--- src/rtl/stress_window_reader.sv ---
// Read-side controller for the classification tally counter: frames trigger windows,
// clears the counter, samples its count at window end and offers a stress decision.
module stress_window_reader #(
    parameter int unsigned CNT_W   = 11,
    parameter int unsigned WIN_LEN = 1024,
    parameter int unsigned THRESH  = 512,
    parameter int unsigned IDX_W   = 8
) (
    input  logic             clk,
    input  logic             RESET,
    input  logic             enable,
    input  logic             trigger,
    input  logic [CNT_W-1:0] count,
    output logic             init,
    output logic             result_valid,
    input  logic             result_ready,
    output logic             stress_flag,
    output logic [CNT_W-1:0] result_count,
    output logic [IDX_W-1:0] window_idx,
    output logic             overrun,
    output logic             lost_trig
);

    localparam int unsigned     SC_W = (WIN_LEN > 1) ? $clog2(WIN_LEN) : 1;
    localparam logic [SC_W-1:0]  LAST = SC_W'(WIN_LEN - 1);
    localparam logic [CNT_W-1:0] THR  = CNT_W'(THRESH);

    typedef enum logic [1:0] {IDLE, CLEAR, ACCUM, CAPTURE} state_t;

    state_t          state;
    logic [SC_W-1:0] sample_cnt;

    // init is registered, so it is raised on the transition into CLEAR or CAPTURE
    always_ff @(posedge clk) begin
        if (RESET) begin
            state        <= IDLE;
            sample_cnt   <= '0;
            init         <= 1'b0;
            result_valid <= 1'b0;
            stress_flag  <= 1'b0;
            result_count <= '0;
            window_idx   <= '0;
            overrun      <= 1'b0;
            lost_trig    <= 1'b0;
        end else begin
            init <= 1'b0;
            if (trigger && init) begin
                lost_trig <= 1'b1;
            end
            if (result_valid && result_ready) begin
                result_valid <= 1'b0;
            end
            case (state)
                IDLE: begin
                    if (enable) begin
                        state <= CLEAR;
                        init  <= 1'b1;
                    end
                end
                CLEAR: begin
                    sample_cnt <= '0;
                    state      <= enable ? ACCUM : IDLE;
                end
                ACCUM: begin
                    if (!enable) begin
                        state <= IDLE;
                    end else if (trigger) begin
                        if (sample_cnt == LAST) begin
                            state <= CAPTURE;
                            init  <= 1'b1;
                        end else begin
                            sample_cnt <= sample_cnt + SC_W'(1);
                        end
                    end
                end
                CAPTURE: begin
                    // a load in the same cycle as a transfer keeps valid high without overrun
                    result_count <= count;
                    stress_flag  <= (count >= THR);
                    window_idx   <= window_idx + IDX_W'(1);
                    result_valid <= 1'b1;
                    if (result_valid && !result_ready) begin
                        overrun <= 1'b1;
                    end
                    sample_cnt <= '0;
                    state      <= enable ? ACCUM : IDLE;
                end
                default: state <= IDLE;
            endcase
        end
    end

endmodule
--- config.mk ---
export PLATFORM = sky130hd
export DESIGN_NAME = stress_window_reader
export DESIGN_NICKNAME = d
export VERILOG_FILES = /design/src/rtl/stress_window_reader.sv
export SDC_FILE = /design/constraint.sdc
export NUM_CORES = 1
export LEC_CHECK = 0
export CELL_PAD_IN_SITES_DETAIL_PLACEMENT = 0
export CELL_PAD_IN_SITES_GLOBAL_PLACEMENT = 1
export CORE_UTILIZATION = 31
export CTS_CLUSTER_SIZE = 16
export DETAILED_ROUTE_END_ITERATION = 6
export PLACE_DENSITY = 0.78
export RECOVER_POWER = 100
export SYNTH_ARGS = -nofsm -noshare
export SYNTH_HDL_FRONTEND = slang
export SYNTH_SLANG_ARGS = --single-unit
export TNS_END_PERCENT = 1
--- constraint.sdc ---
create_clock -name clk -period 1.4 [get_ports clk]
set_input_delay 0.21 -clock clk [delete_from_list [all_inputs] [get_ports clk]]
set_output_delay 0.21 -clock clk [all_outputs]
set_load 0.005 [all_outputs]
# Yosys cells after proc, flatten, opt, wreduce, memory -nomap -nowiden
# Cells that the tools add are included.
# word_totals
reg_bits	36
in_bits	16
wordCells	50
# classes
n_addsub	2
magnitude_cmp	1
n_eq_ne	10
mux	17
reduce_logical	11
# ops
cell	n
10-bit two-way mux	3
10-bit case mux with 2 select lines	1
11-bit by 10-bit >= comparator with 1-bit output, second input constant	1
10-bit by 1-bit adder with 10-bit output, second input constant	1
10-bit equality test, second input constant	1
2-bit two-way mux	5
8-bit by 1-bit adder with 8-bit output, second input constant	1
2-bit != test, second input constant	4
1-bit two-way mux	6
3-bit != test, second input constant	2
2-bit case mux with 3 select lines	1
2-bit equality test, second input constant	2
4-bit AND reduction	1
2-bit nonzero test	2
1-bit logical AND	3
3-bit AND reduction	1
2-bit by 1-bit equality test with 1-bit output, second input constant	1
2-bit zero test	1
1-bit case mux with 2 select lines	1
2-bit AND reduction	1
2-bit OR reduction	1
1-bit zero test	1

# Depth between registers and ports, before layout
# logic_depth
depth_word	5
depth_mapped	5
ltp_nobuf	5

# Least setup slack after synthesis
# No wires, ideal clock.
# synth_path
path_type	register to register
from	register sample_cnt[0]
to	register sample_cnt[1]
setup_ps	124
t_arrival_ps	1271
required_ps	1276
path_slack_ps	5
stages_incl_launch_ff	6
path_buffers	0
cell_sequence	dfxtp_1 > ha_1 > and4_1 > a41oi_2 > mux2i_1 > nor2_1
# synth_between
elab_chain_cells	5
elab_cells_between_ends	8
# synth_rtl
item	line_no	rtl
from (decl)	31	logic [SC_W-1:0] sample_cnt;
from (signal assigned)	72	sample_cnt <= sample_cnt + SC_W'(1);
10-bit by 1-bit adder with 10-bit output	72	
10-bit two-way mux	68	if (sample_cnt == LAST) begin
10-bit two-way mux	67	end else if (trigger) begin
10-bit two-way mux	65	if (!enable) begin
10-bit case mux with 2 select lines	53	case (state)
# Several ways; a longest one is shown, not always the timed one. The select of a mux whose other input is x is not followed.
# A chain may end at the register's enable or synchronous reset.

# Final worst setup path
# layout_path
from	register window_idx[3]
to	output port window_idx[3]
# layout_rtl
item	line_no	rtl
from (decl)	19	output logic [IDX_W-1:0] window_idx,
from (signal assigned)	80	window_idx <= window_idx + IDX_W'(1);
# No word-level cell between the ends.

==> results by group <==
Status
  – Outcome: finished, final reports clean

Critical path
  – Crit-path leading delay family: buffers and inverters
  – Reg2reg path depth: 5
  – Critical Path RT: 1.19 ns
  – Crit Reg-Reg Endpoint: init
  – Crit path max fanout: 5
  – Critical Path AT: 1.16 ns
  – Reg2Reg Setup Slack: 0.04 ns
  – Max stage delay on crit path: 0.51 ns
  – CP Launch Type: flip-flop
  – Worst r2r src: sample_cnt[0]
  – Bufs and invs on worst path: 1
  – Slowest cell on crit path: clkdlybuf4s50_1
  – Worst setup EP type: output port
  – CP Class: flip-flop to output port
  – Crit-path cells: clkdlybuf4s50_1

Power and ir drop
  – Switch share: 0.216
  – Net switching component of the power: 0.000412 W
  – P_leak: 0.763 nW
  – Clock power share: 0.401
  – Worst ir drop on vdd: just under 500 uV
  – Power Density: 897 nW/um^2
  – Flop pwr share: 0.544
  – Int Power: 0.00149 W
  – Comb pwr share: 0.055

CTS
  – Num CTS Buffers: 5
  – Root buffer cell: clkbuf_8
  – Clock Pin Slew Worst Setup and Hold Paths: about 0.070 ns
  – Setup Fix Bufs, Post-CTS: 0
  – Max Root-Sink Buffers: 2
  – H-tree Lvls: 2
  – Skew-Pair Late Insertion Delay: 0.29 ns
  – TritonCTS Sinks: 36
  – CTS tree: done

Run
  – Max Cap Viol: 0

Timing
  – Final worst slack: 0.0279 ns
  – Worst Clk Skew: 0.00865 ns
  – Final Critical Period: 1.37 ns
  – Fin. max-slew vios: 0
  – Highest clock rate: 729 MHz
  – Final setup viols: 0
  – Slew HR: 0.697
  – Final period util: 0.980
  – RSZ-0062 raised after global routing: true
  – Worst-Margin Slew: 0.455 ns
  – Min Hold Slack: 0.454 ns
  – Final Hold Fails: 0

Floorplan
  – Die H: 70.8 um
  – # IOs: 40
  – Row Count: 24
  – Initial Util: 0.330
  – Die Span X: 70.8 um
  – Die area: 5010 um^2
  – Core Region: 4440 um^2

Routing
  – Drt initial violations: 39
  – First-pass iteration count of the detailed router: 4
  – DR WL/cell: 12.0 um
  – Remaining antenna violation count: 0
  – Avg Vias per Cell: 4.83
  – DR vias: 1318
  – Post-Route WL: 3290 um
  – # DRC: 0

Hold path
  – Hold endpoint: result_count[10]
  – Worst Hold Depth: 2
  – Hold crit path type: flip-flop to flip-flop
  – Hold path start: result_count[10]

Synthesis
  – Cell with the most instances after synthesis: dfxtp_1
  – Post-synth net total: 184
  – Ranking of synthesized cells by area: dfxtp_1 49%, nand2_1 7.7%, a21oi_1 5.5%
  – Number of synthesized flops with an enable pin: 0
  – Ys Warns: 0
  – Syn avg cell area: around 8.8 um^2
  – Distinct cells, synth: 32
  – Top FF cell, synth: dfxtp_1
  – Sequential area share after synthesis: 0.492
  – #FFs+latches synth: 36
  – Asr flop ratio synth: 0
  – Post-synth top area share: 0.492
  – Mapped cell area: 1470 um^2
  – Cell accounting for the most synthesized area: dfxtp_1
  – Post-Synthesis Cells: roughly 170
  – Synth cell count leaders: 36 x dfxtp_1, 30 x nand2_1, 17 x nor2_1

Layout
  – Ant. Diodes: 0
  – Area Overhead vs Synth: 45.1%
  – Total Nets Final: approximately 240
  – Layout cell share with drive strength beyond 1: 0.172
  – Fill count: 462
  – Multi-input logic area: 727 um^2
  – Sequential cell area: 736 um^2

GRT
  – Vias in the first global route: roughly 1200
  – Overall routing resource usage: 0.137
  – Initial antenna violation count: 0
  – GRT overflow: 0
  – First-pass GRT wire length: roughly 5400 um
  – Largest net degree at the start of global routing: 22

Place
  – Number of port buffers: 39
  – Post-DP HPWL: 2280 um
  – GP Congestion: 0.808
  – Dpl ws: -0.241 ns
==> worst max-delay path by stage <==
stage | start | to | slack, ns | depth (start not counted)
4_1_cts | window_idx[2] | window_idx[2] | 0.007 | 1
3_5_place_dp | trigger | sample_cnt[8] | -0.24 | 5
5_1_grt | sample_cnt[1] | init | -0.05 | 5
2_1_floorplan | sample_cnt[0] | sample_cnt[1] | 0.005 | 5
6_report | window_idx[3] | window_idx[3] | 0.03 | 1
3_3_place_gp | enable | sample_cnt[8] | -0.21 | 5
==> cells in the final DEF (no fill, tap or decap), drive strengths merged, types with 2 or more instances in the layout <==
cell type and count:
a21oi 16, a31oi 5, and3 5, and4 3, and4bb 2, buf 13
clkbuf 10, clkdlybuf4s50 37, dfxtp 36, ha 2, nand2 30, nand3 5
nand4 6, nor2 17, nor3 5, nor3b 2, nor4 2, o21ai 3
xnor2 3, xor2 6
==> registers in the layout (all words and copies together), names as in the netlist <==
name and cells:
init 1, lost_trig 1, overrun 1, result_count 11, result_valid 1, sample_cnt 10
state 2, stress_flag 1, window_idx 8
==> per-stage QoR <==
stage                     cell area [um^2]  instances  TNS [ns]  total power (W)  utilization
after floorplan                       1470        166         0          0.00110            -
after global placement                2000        265     -1.48          0.00117        0.451
after detailed placement              2000        265     -1.64          0.00117        0.451
after CTS                             2110        273         0          0.00195        0.476
after global routing                  2130        273    -0.126          0.00197        0.478
final                                 2130        273         0          0.00191        0.478
==> metal layers <==
metal,GRT usage,wire length (um),vias up
li1,-,-,688
met3,0.0470,174,5
met1,0.168,1520,600
met5,0,0,-
met4,0.0667,38,0
met2,0.214,1550,25
==> cell type report <==
class                           instances  area share
Multi-Input combinational cell        122       0.342
Sequential cell                        36       0.346
Timing Repair Buffer                   55       0.237
Clock buffer                            7      0.0406
Clock inverter                          1     0.00353
Tap cell                               52      0.0306
==> what timing repair did <==
action                     4_1_cts  5_1_grt
pin swaps                        1        2
gates resized for setup          7        9
hold buffers                     0        0
setup endpoints to repair        8       14
==> power groups by stage <==
stage	combinational (W)	clock, W	sequential, W
CTS	0.000109	0.000798	0.00104
detailed placement	0.000109	0	0.00106
finish	0.000105	0.000764	0.00104
global route	0.000116	0.000821	0.00104
floorplan	0.0000347	0	0.00106
global placement	0.000109	0	0.00106
==> cells by family (layout without fill, tap and decap cells) <==
| family | count (synthesis) | in the layout | share of synthesized area |
|---|---|---|---|
| AND/OR/NAND/NOR | 82 | 82 | 0.290 |
| flip-flops | 36 | 36 | 0.492 |
| AO/OA/AOI/OAI | 28 | 28 | 0.116 |
| XOR/XNOR | 9 | 9 | 0.0538 |
| buffers and inverters | 8 | 63 | 0.0248 |
| adder cells (fa/ha/maj) | 2 | 2 | 0.0171 |
| multiplexers | 1 | 1 | 0.00683 |
Power figures use the tool's default switching activity.
==> edit (config.mk and constraints unchanged) <==
Encoding of `state_t`: now Gray code (2 bits for 4 states).
--- a/src/rtl/stress_window_reader.sv
+++ b/src/rtl/stress_window_reader.sv
@@ -25,7 +25,7 @@
     localparam logic [SC_W-1:0]  LAST = SC_W'(WIN_LEN - 1);
     localparam logic [CNT_W-1:0] THR  = CNT_W'(THRESH);
 
-    typedef enum logic [1:0] {IDLE, CLEAR, ACCUM, CAPTURE} state_t;
+    typedef enum logic [1:0] {IDLE = 2'b00, CLEAR = 2'b01, ACCUM = 2'b11, CAPTURE = 2'b10} state_t;
 
     state_t          state;
     logic [SC_W-1:0] sample_cnt;
Behaviour: no difference found for any inputs over 10 cycles, from zero or initial values and one cycle with RESET high; not proved beyond that.
==> edit against the original RTL <==
- sequential share of layout area down 6.9 points
- area after synthesis up 12%
- core utilization rose by 5.1 points
- final cell count rose by 22%
- wire length up 28%
- design area rose by 27%
- the run now ends with negative setup slack left
- sequential cell count unchanged
- count of clock-buffer cells in the layout unchanged
- die area up 12%
- maximum frequency decreased by 14%
- setup slack worse by 0.22 ns
Power is not compared: it rests on default switching activity, and its combinational part moved more than twofold at a synthesized area within 25%.
==> edit: results (changes against the original RTL) <==
| Metric | Value |
|---|---|
| Status | `complete, but fails checks (was finished clean)` |
| Violated checks | `negative setup slack` |
| Via count | `1598 (was 1318)` |
| # setup viols final | `25 (was 0)` |
| Layout Skew | `0.00509 ns (was 0.00865 ns)` |
| Clk cell area share | `3.79% (was 4.41%)` |
| WHS | `0.483 ns (was 0.454 ns)` |
| Setup WS post-layout | `-0.189 ns (was 0.0279 ns)` |
| Avg WL per Cell | `12.6 um (was 12.0 um)` |
| Area contributors post-synth | `dfxtp_1 (44%), mux2i_1 (7.9%), nor2_1 (6.2%), ha_1 (4.6%), nand3_1 (3.0%) (was dfxtp_1 (49%), nand2_1 (7.7%), a21oi_1 (5.5%), nor2_1 (4.4%), xor2_1 (3.6%))` |
| Relative slew margins | `75.0% (was 69.7%)` |
| Signal buffers | `83 (was 55)` |
| Post-synthesis sequential area ratio | `43.8% (was 49.2%)` |
| Dpl hpwl | `3010 um (was 2280 um)` |
| Fillers | `508 (was 462)` |
| #MultiIn Comb | `134 (was 122)` |
| Via density per instance | `4.78 (was 4.83)` |
| Vias in the first global route | `1384 (was 1221)` |
| FF-to-FF setup slack | `-0.19 ns (was 0.04 ns)` |
| Worst-path maximum fanout | `3 (was 5)` |
| Worst Min Path Start | `lost_trig (was result_count[10])` |
| CP max-delay cell | `or4b_1 (was clkdlybuf4s50_1)` |
| Global-route wire length before repair | `6640 um (was 5390 um)` |
| Detailed router's first-iteration violation count | `43 (was 39)` |
| Layout cell share with drive strength beyond 1 | `30.3% (was 17.2%)` |
| Fraction of area in registers | `27.7% (was 34.6%)` |
| Switch Pwr | `531 uW` |
| Fraction of area in multi-input gates | `36.8% (was 34.2%)` |
| Net count of the mapped netlist | `205 (was 184)` |
| Setup TNS | `-1.75 ns (was 0 ns)` |
| Worst Path Class, Setup | `flip-flop to flip-flop (was flip-flop to output pin)` |
| Gr usage total | `15.6% (was 13.7%)` |
| RR Startpoint | `sample_cnt[0] (unchanged)` |
| Yosys cell types | `39 (was 32)` |
| Place WS | `-0.438 ns (was -0.241 ns)` |
| CTS resizes | `14 (was 7)` |
| WP data arrival | `1.81 ns (was 1.16 ns)` |
| Largest net degree at the start of global routing | `23 (was 22)` |
| Worst Setup EP | `state[1] (was window_idx[3])` |
| Tap Count | `70 (was 52)` |
| Post-DP Area | `2470 sq um (was 2000 sq um)` |
| Avg Inst Size Synth | `9.00 sq um (was 8.83 sq um)` |
| Hold Path Sink | `lost_trig (was result_count[10])` |
| Hold Crit Class | `flip-flop to flip-flop (unchanged)` |
| Post-layout nets | `285 (was 238)` |
| Max incr delay on CP | `0.49 ns (was 0.51 ns)` |
| RD Place Congestion | `0.747 (was 0.808)` |
| Postcts setup bufs | `4 (was 0)` |
| Sequential cell area | `748 sq um (was 736 sq um)` |
edit: layer usage:
metal	vias up	global-route usage [%]	wire, um
met1	745	21.4	1970
met5	-	0	0
met3	7	3.61	131
li1	823	-	-
met2	23	24.7	2050
met4	0	4.40	64
edit: power by group through the flow:
stage                     sequential (uW)  combinational [uW]  clock [uW]
after detailed placement             1070                 296           0
final                                1040                 321         838
after CTS                            1040                 308         867
after global routing                 1040                 351         898
after floorplan                      1070                 112           0
after global placement               1070                 295           0
edit: cell families after synthesis:
family / share of synthesized area (%)
AND/OR/NAND/NOR: 22.7
XOR/XNOR: 2.66
flip-flops: 43.8
buffers and inverters: 3.42
multiplexers: 7.90
adder cells (fa/ha/maj): 4.56
AO/OA/AOI/OAI: 15.0
edit: worst min-delay path, delay by kind of cell, from the launching register on:
kind,cells,cell delay (ns)
simple gates,1,0.07
flops,1,0.34
compound gates,1,0.04
